### src/rtl/m_axi_cmd_master.sv
`default_nettype none
// ============================================================================
// Module   : m_axi_cmd_master
// Purpose  : Single-outstanding AXI master that turns a command/response
//            interface into single-beat AXI write (AW/W/B) and read (AR/R)
//            transactions. Optional watchdog: M_AXI_CMD_TIMEOUT_EN.
// Revision : 1.0 - initial release
// ============================================================================
module m_axi_cmd_master #(
    parameter int ADDR_W         = 32,
    parameter int DATA_W         = 32,
    parameter int ID_W           = 4,
    parameter int TIMEOUT_CYCLES = 256
) (
    input  logic                clk,
    input  logic                areset,
    input  logic                cmd_valid_i,
    output logic                cmd_ready_o,
    input  logic                cmd_we_i,
    input  logic [ADDR_W-1:0]   cmd_addr_i,
    input  logic [DATA_W-1:0]   cmd_wdata_i,
    input  logic [DATA_W/8-1:0] cmd_wstrb_i,
    output logic [ID_W-1:0]     awid_o,
    output logic [ADDR_W-1:0]   awaddr_o,
    output logic                awvalid_o,
    input  logic                awready_i,
    output logic [ID_W-1:0]     wid_o,
    output logic [DATA_W-1:0]   wdata_o,
    output logic [DATA_W/8-1:0] wstrb_o,
    output logic                wlast_o,
    output logic                wvalid_o,
    input  logic                wready_i,
    input  logic [ID_W-1:0]     bid_i,
    input  logic [1:0]          bresp_i,
    input  logic                bvalid_i,
    output logic                bready_o,
    output logic [ID_W-1:0]     arid_o,
    output logic [ADDR_W-1:0]   araddr_o,
    output logic                arvalid_o,
    input  logic                arready_i,
    input  logic [ID_W-1:0]     rid_i,
    input  logic [DATA_W-1:0]   rdata_i,
    input  logic [1:0]          rresp_i,
    input  logic                rlast_i,
    input  logic                rvalid_i,
    output logic                rready_o,
    output logic                rsp_valid_o,
    input  logic                rsp_ready_i,
    output logic                rsp_we_o,
    output logic [DATA_W-1:0]   rsp_data_o,
    output logic [1:0]          rsp_resp_o
);

    localparam int STRB_W = DATA_W / 8;

    typedef enum logic [2:0] {
        ST_IDLE    = 3'd0,
        ST_WR      = 3'd1,
        ST_WR_RESP = 3'd2,
        ST_RD_ADDR = 3'd3,
        ST_RD_DATA = 3'd4,
        ST_RSP     = 3'd5
    } state_t;

    state_t              state_q,     state_d;
    logic                cmd_ready_q, cmd_ready_d;
    logic [ID_W-1:0]     id_cnt_q,    id_cnt_d;
    logic [ID_W-1:0]     id_q,        id_d;
    logic [ADDR_W-1:0]   addr_q,      addr_d;
    logic [DATA_W-1:0]   wdata_q,     wdata_d;
    logic [STRB_W-1:0]   wstrb_q,     wstrb_d;
    logic                awvalid_q,   awvalid_d;
    logic                wvalid_q,    wvalid_d;
    logic                bready_q,    bready_d;
    logic                arvalid_q,   arvalid_d;
    logic                rready_q,    rready_d;
    logic                rsp_valid_q, rsp_valid_d;
    logic                rsp_we_q,    rsp_we_d;
    logic [DATA_W-1:0]   rsp_data_q,  rsp_data_d;
    logic [1:0]          rsp_resp_q,  rsp_resp_d;

`ifdef M_AXI_CMD_TIMEOUT_EN
    localparam int              CNT_W    = $clog2(TIMEOUT_CYCLES) + 1;
    localparam logic [CNT_W-1:0] TMO_LAST = CNT_W'(TIMEOUT_CYCLES - 1);
    logic [CNT_W-1:0] tmo_cnt_q, tmo_cnt_d;
    logic             tmo_active;
`else
    logic unused_timeout;
    assign unused_timeout = (TIMEOUT_CYCLES > 0);
`endif

    always_comb begin
        state_d     = state_q;
        cmd_ready_d = cmd_ready_q;
        id_cnt_d    = id_cnt_q;
        id_d        = id_q;
        addr_d      = addr_q;
        wdata_d     = wdata_q;
        wstrb_d     = wstrb_q;
        awvalid_d   = awvalid_q;
        wvalid_d    = wvalid_q;
        bready_d    = bready_q;
        arvalid_d   = arvalid_q;
        rready_d    = rready_q;
        rsp_valid_d = rsp_valid_q;
        rsp_we_d    = rsp_we_q;
        rsp_data_d  = rsp_data_q;
        rsp_resp_d  = rsp_resp_q;

        case (state_q)
            ST_IDLE: begin
                if (cmd_valid_i && cmd_ready_q) begin
                    cmd_ready_d = 1'b0;
                    id_d        = id_cnt_q;
                    id_cnt_d    = id_cnt_q + ID_W'(1);
                    addr_d      = cmd_addr_i;
                    wdata_d     = cmd_wdata_i;
                    wstrb_d     = cmd_wstrb_i;
                    rsp_we_d    = cmd_we_i;
                    if (cmd_we_i) begin
                        awvalid_d = 1'b1;
                        wvalid_d  = 1'b1;
                        state_d   = ST_WR;
                    end else begin
                        arvalid_d = 1'b1;
                        state_d   = ST_RD_ADDR;
                    end
                end
            end
            ST_WR: begin
                // AW and W complete independently; a cleared valid marks that channel done.
                if (awready_i) awvalid_d = 1'b0;
                if (wready_i)  wvalid_d  = 1'b0;
                if ((!awvalid_q || awready_i) && (!wvalid_q || wready_i)) begin
                    bready_d = 1'b1;
                    state_d  = ST_WR_RESP;
                end
            end
            ST_WR_RESP: begin
                if (bvalid_i) begin
                    bready_d    = 1'b0;
                    rsp_valid_d = 1'b1;
                    rsp_data_d  = '0;
                    rsp_resp_d  = (bid_i != id_q) ? 2'b10 : bresp_i;
                    state_d     = ST_RSP;
                end
            end
            ST_RD_ADDR: begin
                if (arready_i) begin
                    arvalid_d = 1'b0;
                    rready_d  = 1'b1;
                    state_d   = ST_RD_DATA;
                end
            end
            ST_RD_DATA: begin
                // Every beat overwrites; only the rlast beat ends the transfer.
                if (rvalid_i) begin
                    rsp_data_d = rdata_i;
                    rsp_resp_d = (rid_i != id_q) ? 2'b10 : rresp_i;
                    if (rlast_i) begin
                        rready_d    = 1'b0;
                        rsp_valid_d = 1'b1;
                        state_d     = ST_RSP;
                    end
                end
            end
            ST_RSP: begin
                if (rsp_ready_i) begin
                    rsp_valid_d = 1'b0;
                    cmd_ready_d = 1'b1;
                    state_d     = ST_IDLE;
                end
            end
            default: begin
                state_d     = ST_IDLE;
                cmd_ready_d = 1'b1;
            end
        endcase

`ifdef M_AXI_CMD_TIMEOUT_EN
        tmo_active = (state_q == ST_WR) || (state_q == ST_WR_RESP) ||
                     (state_q == ST_RD_ADDR) || (state_q == ST_RD_DATA);
        if (tmo_active && (tmo_cnt_q == TMO_LAST)) begin
            awvalid_d   = 1'b0;
            wvalid_d    = 1'b0;
            bready_d    = 1'b0;
            arvalid_d   = 1'b0;
            rready_d    = 1'b0;
            rsp_valid_d = 1'b1;
            rsp_resp_d  = 2'b11;
            rsp_data_d  = '0;
            state_d     = ST_RSP;
        end
        tmo_cnt_d = (tmo_active && (state_d == state_q)) ? tmo_cnt_q + CNT_W'(1) : '0;
`endif
    end

    always_ff @(posedge clk or negedge areset) begin
        if (!areset) begin
            state_q     <= ST_IDLE;
            cmd_ready_q <= 1'b1;
            id_cnt_q    <= '0;
            id_q        <= '0;
            addr_q      <= '0;
            wdata_q     <= '0;
            wstrb_q     <= '0;
            awvalid_q   <= 1'b0;
            wvalid_q    <= 1'b0;
            bready_q    <= 1'b0;
            arvalid_q   <= 1'b0;
            rready_q    <= 1'b0;
            rsp_valid_q <= 1'b0;
            rsp_we_q    <= 1'b0;
            rsp_data_q  <= '0;
            rsp_resp_q  <= '0;
`ifdef M_AXI_CMD_TIMEOUT_EN
            tmo_cnt_q   <= '0;
`endif
        end else begin
            state_q     <= state_d;
            cmd_ready_q <= cmd_ready_d;
            id_cnt_q    <= id_cnt_d;
            id_q        <= id_d;
            addr_q      <= addr_d;
            wdata_q     <= wdata_d;
            wstrb_q     <= wstrb_d;
            awvalid_q   <= awvalid_d;
            wvalid_q    <= wvalid_d;
            bready_q    <= bready_d;
            arvalid_q   <= arvalid_d;
            rready_q    <= rready_d;
            rsp_valid_q <= rsp_valid_d;
            rsp_we_q    <= rsp_we_d;
            rsp_data_q  <= rsp_data_d;
            rsp_resp_q  <= rsp_resp_d;
`ifdef M_AXI_CMD_TIMEOUT_EN
            tmo_cnt_q   <= tmo_cnt_d;
`endif
        end
    end

    assign cmd_ready_o = cmd_ready_q;
    assign awid_o      = id_q;
    assign awaddr_o    = addr_q;
    assign awvalid_o   = awvalid_q;
    assign wid_o       = id_q;
    assign wdata_o     = wdata_q;
    assign wstrb_o     = wstrb_q;
    assign wlast_o     = wvalid_q;
    assign wvalid_o    = wvalid_q;
    assign bready_o    = bready_q;
    assign arid_o      = id_q;
    assign araddr_o    = addr_q;
    assign arvalid_o   = arvalid_q;
    assign rready_o    = rready_q;
    assign rsp_valid_o = rsp_valid_q;
    assign rsp_we_o    = rsp_we_q;
    assign rsp_data_o  = rsp_data_q;
    assign rsp_resp_o  = rsp_resp_q;

endmodule
`default_nettype wire

### config.mk
export PLATFORM = sky130hd
export DESIGN_NAME = m_axi_cmd_master
export DESIGN_NICKNAME = d
export VERILOG_FILES = /design/src/rtl/m_axi_cmd_master.sv
export SDC_FILE = /design/constraint.sdc
export NUM_CORES = 1
export LEC_CHECK = 0
export ABC_CLOCK_PERIOD_IN_PS = 2400
export CAP_MARGIN = 10
export CORE_ASPECT_RATIO = 0.8
export CORE_MARGIN = 10
export CORE_UTILIZATION = 40
export DETAILED_ROUTE_END_ITERATION = 10
export PLACE_DENSITY = 0.81
export SKIP_LAST_GASP = 1
export SYNTH_ARGS = -nofsm -noshare
export SYNTH_HDL_FRONTEND = slang
export SYNTH_SLANG_ARGS = --single-unit
### constraint.sdc
create_clock -name clk -period 2.4 [get_ports clk]
set_clock_uncertainty 0.05 [all_clocks]
set_input_delay 0.48 -clock clk [delete_from_list [all_inputs] [get_ports clk]]
set_output_delay 0.48 -clock clk [all_outputs]
set_load 0.01 [all_outputs]
* Word level (Yosys, flattened, before mapping)
Index checks and enable logic that the tools add are counted. Widths: inputs -> output; s select.
Word-level totals: logic and storage cells 102, input port bits 123, output and inout bits 155, register bits 121
Operators by class: $add $sub $neg 1, reductions and logical operators 24, bitwise operators 1, multiplexer cells 42, eq/ne operators 18
Operators by type and width (count):
- $mux 32 | 2
- $pmux 32 s2 | 1
- $ne 2x2->1 const B | 11
- $mux 3 | 7
- $mux 1 | 18
- $pmux 3 s6 | 1
- $reduce_and 4->1 | 4
- $mux 2 | 5
- $pmux 1 s2 | 5
- $reduce_bool 2->1 | 5
- $reduce_and 3->1 | 3
- $ne 4x4->1 | 2
- $reduce_and 7->1 | 1
- $eq 3x2->1 const B | 2
- $eq 3x3->1 const B | 2
- $pmux 1 s3 | 2
- $reduce_and 5->1 | 1
- $add 4x1->4 const B | 1
- $pmux 2 s2 | 1
- $reduce_or 4->1 | 1
- $eq 3x1->1 const B | 1
- $logic_not 3->1 | 1
- $reduce_bool 3->1 | 1
- $logic_and 1x1->1 | 2
- other kinds (4) | 6

* Logic depth before layout (Yosys ltp)
depth after elaboration 5, depth in mapped cells 7, mapped depth without buffers 4

* Least setup slack after synthesis
Ideal clock, no wire load.
kind register to register, from register state_q[0], to register addr_q[0], in the netlist araddr_o[0], path slack 582 ps, stages on the path, launching flop included 7, data arrival time 1643 ps, buffers on the path 3, setup time 125 ps, required time 2225 ps, period minus slack after synthesis 1818 ps, cell sequence dfrtp_1 -> buf_6 -> or3_4 -> nor2_8 -> buf_6 -> buf_6 -> mux2_2
On the way: cells in the longest elaborated chain, start to end 2
RTL lines:
- start, declared | line 65 | state_t state_q, state_d;
- start signal, assigned | line 220 | state_q <= state_d;
- $logic_not 3->1 | line 110 | case (state_q)
- $reduce_and 2->1 (no line)
- end signal, assigned | line 224 | addr_q <= addr_d;
- end, declared | line 69 | logic [ADDR_W-1:0] addr_q, addr_d;
Every way passes these cells. A chain may end at the register's enable or synchronous reset.

* Worst setup path after layout
from register cmd_ready_q, in the netlist cmd_ready_o, to output port cmd_ready_o
RTL lines:
- start, declared | line 66 | logic cmd_ready_q, cmd_ready_d;
- start signal, assigned | line 221 | cmd_ready_q <= cmd_ready_d;
- end, declared | line 18 | output logic cmd_ready_o,
No word-level cell between the ends.

==> results.json <==
{
  "synth_area_per_cell_um2": 12.1,
  "finalSetupViolCount": 0,
  "cts_root_buffer": "clkbuf_16",
  "synthSimpleGateAreaFrac": 0.0908,
  "cts_resized": 0,
  "synth_area_leaders": "dfrtp_1 57%, mux2_2 16%, buf_4 6.6%",
  "postCtsSetupBuffers": 0,
  "die_y_um": 122,
  "drc": 0,
  "area_growth_pct": 61.7,
  "worstSetupEndpoint": "cmd_ready_o",
  "wl_um": 16500,
  "drt_iter0_drc": 183,
  "rsz0062_at_grt": "no",
  "async_flop_share": 1.00,
  "synth_flop_cell": "dfrtp_1",
  "finalMaxSlewViolations": 0,
  "gp_congestion": 0.756,
  "crit-reg2reg-launch": "state_q[0]",
  "synth_top_family_by_area": "multiplexers",
  "grt_pass1_wl_um": 25500,
  "clock-sinks": 121,
  "vdd_drop_max_uv": 839,
  "yosysSeqAreaShare": 0.577,
  "synth_edf_count": 0,
  "crit_buf_inv": 1,
  "vias": 4183,
  "drt_first_pass_iters": 4,
  "drive_gt1_frac": 0.180,
  "synth_top_area_frac": 0.572,
  "startpoint": "cmd_ready_o",
  "cts_max_level": 4,
  "max-slew-margin-rel": 0.701,
  "synth_xor_area_frac": 0.0198,
  "critPathArrivalTime_ps": 1560,
  "nets": 805,
  "fp-row-count": 37,
  "grt_use_total": 0.181,
  "syn-num-nets": 558,
  "initial_utilization": 0.408,
  "io_buffers": 277,
  "max_stage_delay_ps": 580,
  "first_global_vias": 4599,
  "antenna_cells": 0,
  "maxCapViolCount": 0,
  "period_needed_ps": 2090,
  "crit_path_end_kind": "output port",
  "path_delay_family": "buffers and inverters",
  "path_class": "reg -> out",
  "hold_buffers": 1,
  "synthCells": 434,
  "synth_compound_area_frac": 0.0610,
  "layout.cells.non_filler": 868,
  "core_um2": 12900,
  "start_kind": "flop",
  "synthMuxAreaShare": 0.161,
  "r2r_slack_ps": 560,
  "cp_max_fo": 5,
  "cts_tree": "yes",
  "clkTransAtPathRegs_ps": 50,
  "syn-cell-area_um2": 5250,
  "nFillCells": 992,
  "period_share": 0.869,
  "wl_met1_um": 6090,
  "cts_buffers": 17,
  "slowest_stage": "clkdlybuf4s50_1",
  "grt_overflow": 0,
  "synth_top_area_cell": "dfrtp_1",
  "top_layer": "met4",
  "antenna_found_initial": 0,
  "worstMarginPinSlew_ps": 449,
  "dp.cells": 836,
  "leakage_nw": 3.57,
  "synth_cell_type_count": 39,
  "final_util": 0.660,
  "critPathRequiredTime_ps": 1870,
  "synthAdderAreaFrac": 0.00238,
  "clk-insertion-delay-late_ps": 410,
  "worstPathCellList": "clkdlybuf4s50_1",
  "wl_per_cell_um": 19.1,
  "multi_input_area_um2": 1760,
  "hold_viol_final": 0,
  "ios": 278,
  "synth_warnings": 0,
  "r2r_cells": 4,
  "route.met2.wl_um": 8010,
  "wl_met3_um": 1960,
  "dpl.hpwl_um": 12700,
  "viasPerCell": 4.82,
  "seq_area_um2": 3030,
  "hold_path_class": "reg -> reg",
  "fmax_ghz": 0.479,
  "synth-seq-cells": 121,
  "status": "finished, final reports clean",
  "die_w_um": 148,
  "worst-path-stages": 1,
  "antenna_left": 0,
  "grt_max_degree": 57,
  "r2r-end": "araddr_o[6]",
  "die_area_um2": 18100,
  "clk_path_buf_depth": 2,
  "setup-tns-final_ps": 0,
  "power_density_nw_per_um2": 1280
}
[registers in the layout, summed over array words and instances, names as in the netlist, 2 cells and up]
signal / count
araddr_o: 32
arid_o: 4
id_cnt_q: 4
rsp_data_o: 32
rsp_resp_o: 2
state_q: 3
wdata_o: 32
wstrb_o: 4
[cell usage after synthesis, drive strengths merged (3+ instances only)]
cell type / n
o21ai: 37
nor2b: 4
a21oi: 7
inv: 4
mux2: 75
nor2: 8
nand3b: 3
xor2: 9
dfrtp: 120
buf: 55
nor4: 3
nand2: 77
clkbuf: 8
[routing by layer]
metal  vias to the layer above  GRT usage
met1                      2021      0.189
met4                         0     0.0803
li1                       1925          -
met5                         -          0
met3                        28      0.102
met2                       209      0.296
[cell families after synthesis]
family,count (synthesis)
compound gates,56
xor+xnor,11
fa+ha+maj,1
buf+inv,67
flops,121
mux,75
simple gates,103
[area by class of cell]
cell class / instances / share of cell area
inverter: 4 / 0.00177
multi-input combinational: 246 / 0.208
timing repair buffer: 291 / 0.345
tap: 175 / 0.0258
sequential: 121 / 0.357
clock buffer: 23 / 0.0575
clock inverter: 8 / 0.00545
[tightest hold or removal path: stages, from the launching register on]
cell and delay (ps):
dfrtp_1 340, nand2_1 50, o21ai_0 60
[per-stage QoR]
step | worst slack, ps | instance area [µm²] | hold slack [ps] | power, mW
after floorplan | 582 | 5250 | 134 | 5.93
after global placement | 272 | 7950 | 398 | 8.50
after detailed placement | 215 | 7950 | 406 | 8.66
after CTS | 288 | 8490 | 436 | 11.0
after global routing | 278 | 8490 | 455 | 11.5
final | 314 | 8490 | 434 | 10.9
[layout by cell type, fill, tap and decap left out, types with 2 or more instances in the layout]
| cell | instances |
|---|---|
| clkdlybuf4s50_1 | 276 |
| dfrtp_1 | 120 |
| nand2_1 | 77 |
| mux2_2 | 75 |
| o21ai_0 | 37 |
| clkbuf_16 | 17 |
| buf_4 | 10 |
| xor2_1 | 9 |
| nor2_1 | 7 |
| a21oi_1 | 7 |
| clkinv_2 | 6 |
| inv_1 | 4 |
| nor2b_1 | 4 |
| clkbuf_8 | 4 |
| buf_12 | 4 |
| nand3b_1 | 3 |
| nor4_1 | 3 |
| and2_1 | 2 |
| a22o_1 | 2 |
| clkbuf_1 | 2 |
[worst min-delay path by stage]
stage / cells past startpoint / end / start
3_5_place_dp: 1 / rsp_data_o[28] / areset
2_1_floorplan: 0 / araddr_o[0] / areset
5_1_grt: 2 / rsp_data_o[6] / rsp_data_o[6]
6_report: 2 / rsp_data_o[2] / rsp_data_o[2]
4_1_cts: 2 / rsp_data_o[2] / rsp_data_o[2]
3_3_place_gp: 1 / rsp_data_o[28] / areset
[report_power, final]
group          internal [mW]  switching (mW)
Clock                   1.41           0.867
Sequential              2.95           0.614
Combinational           2.98            2.06
Power figures use the tool's default switching activity.
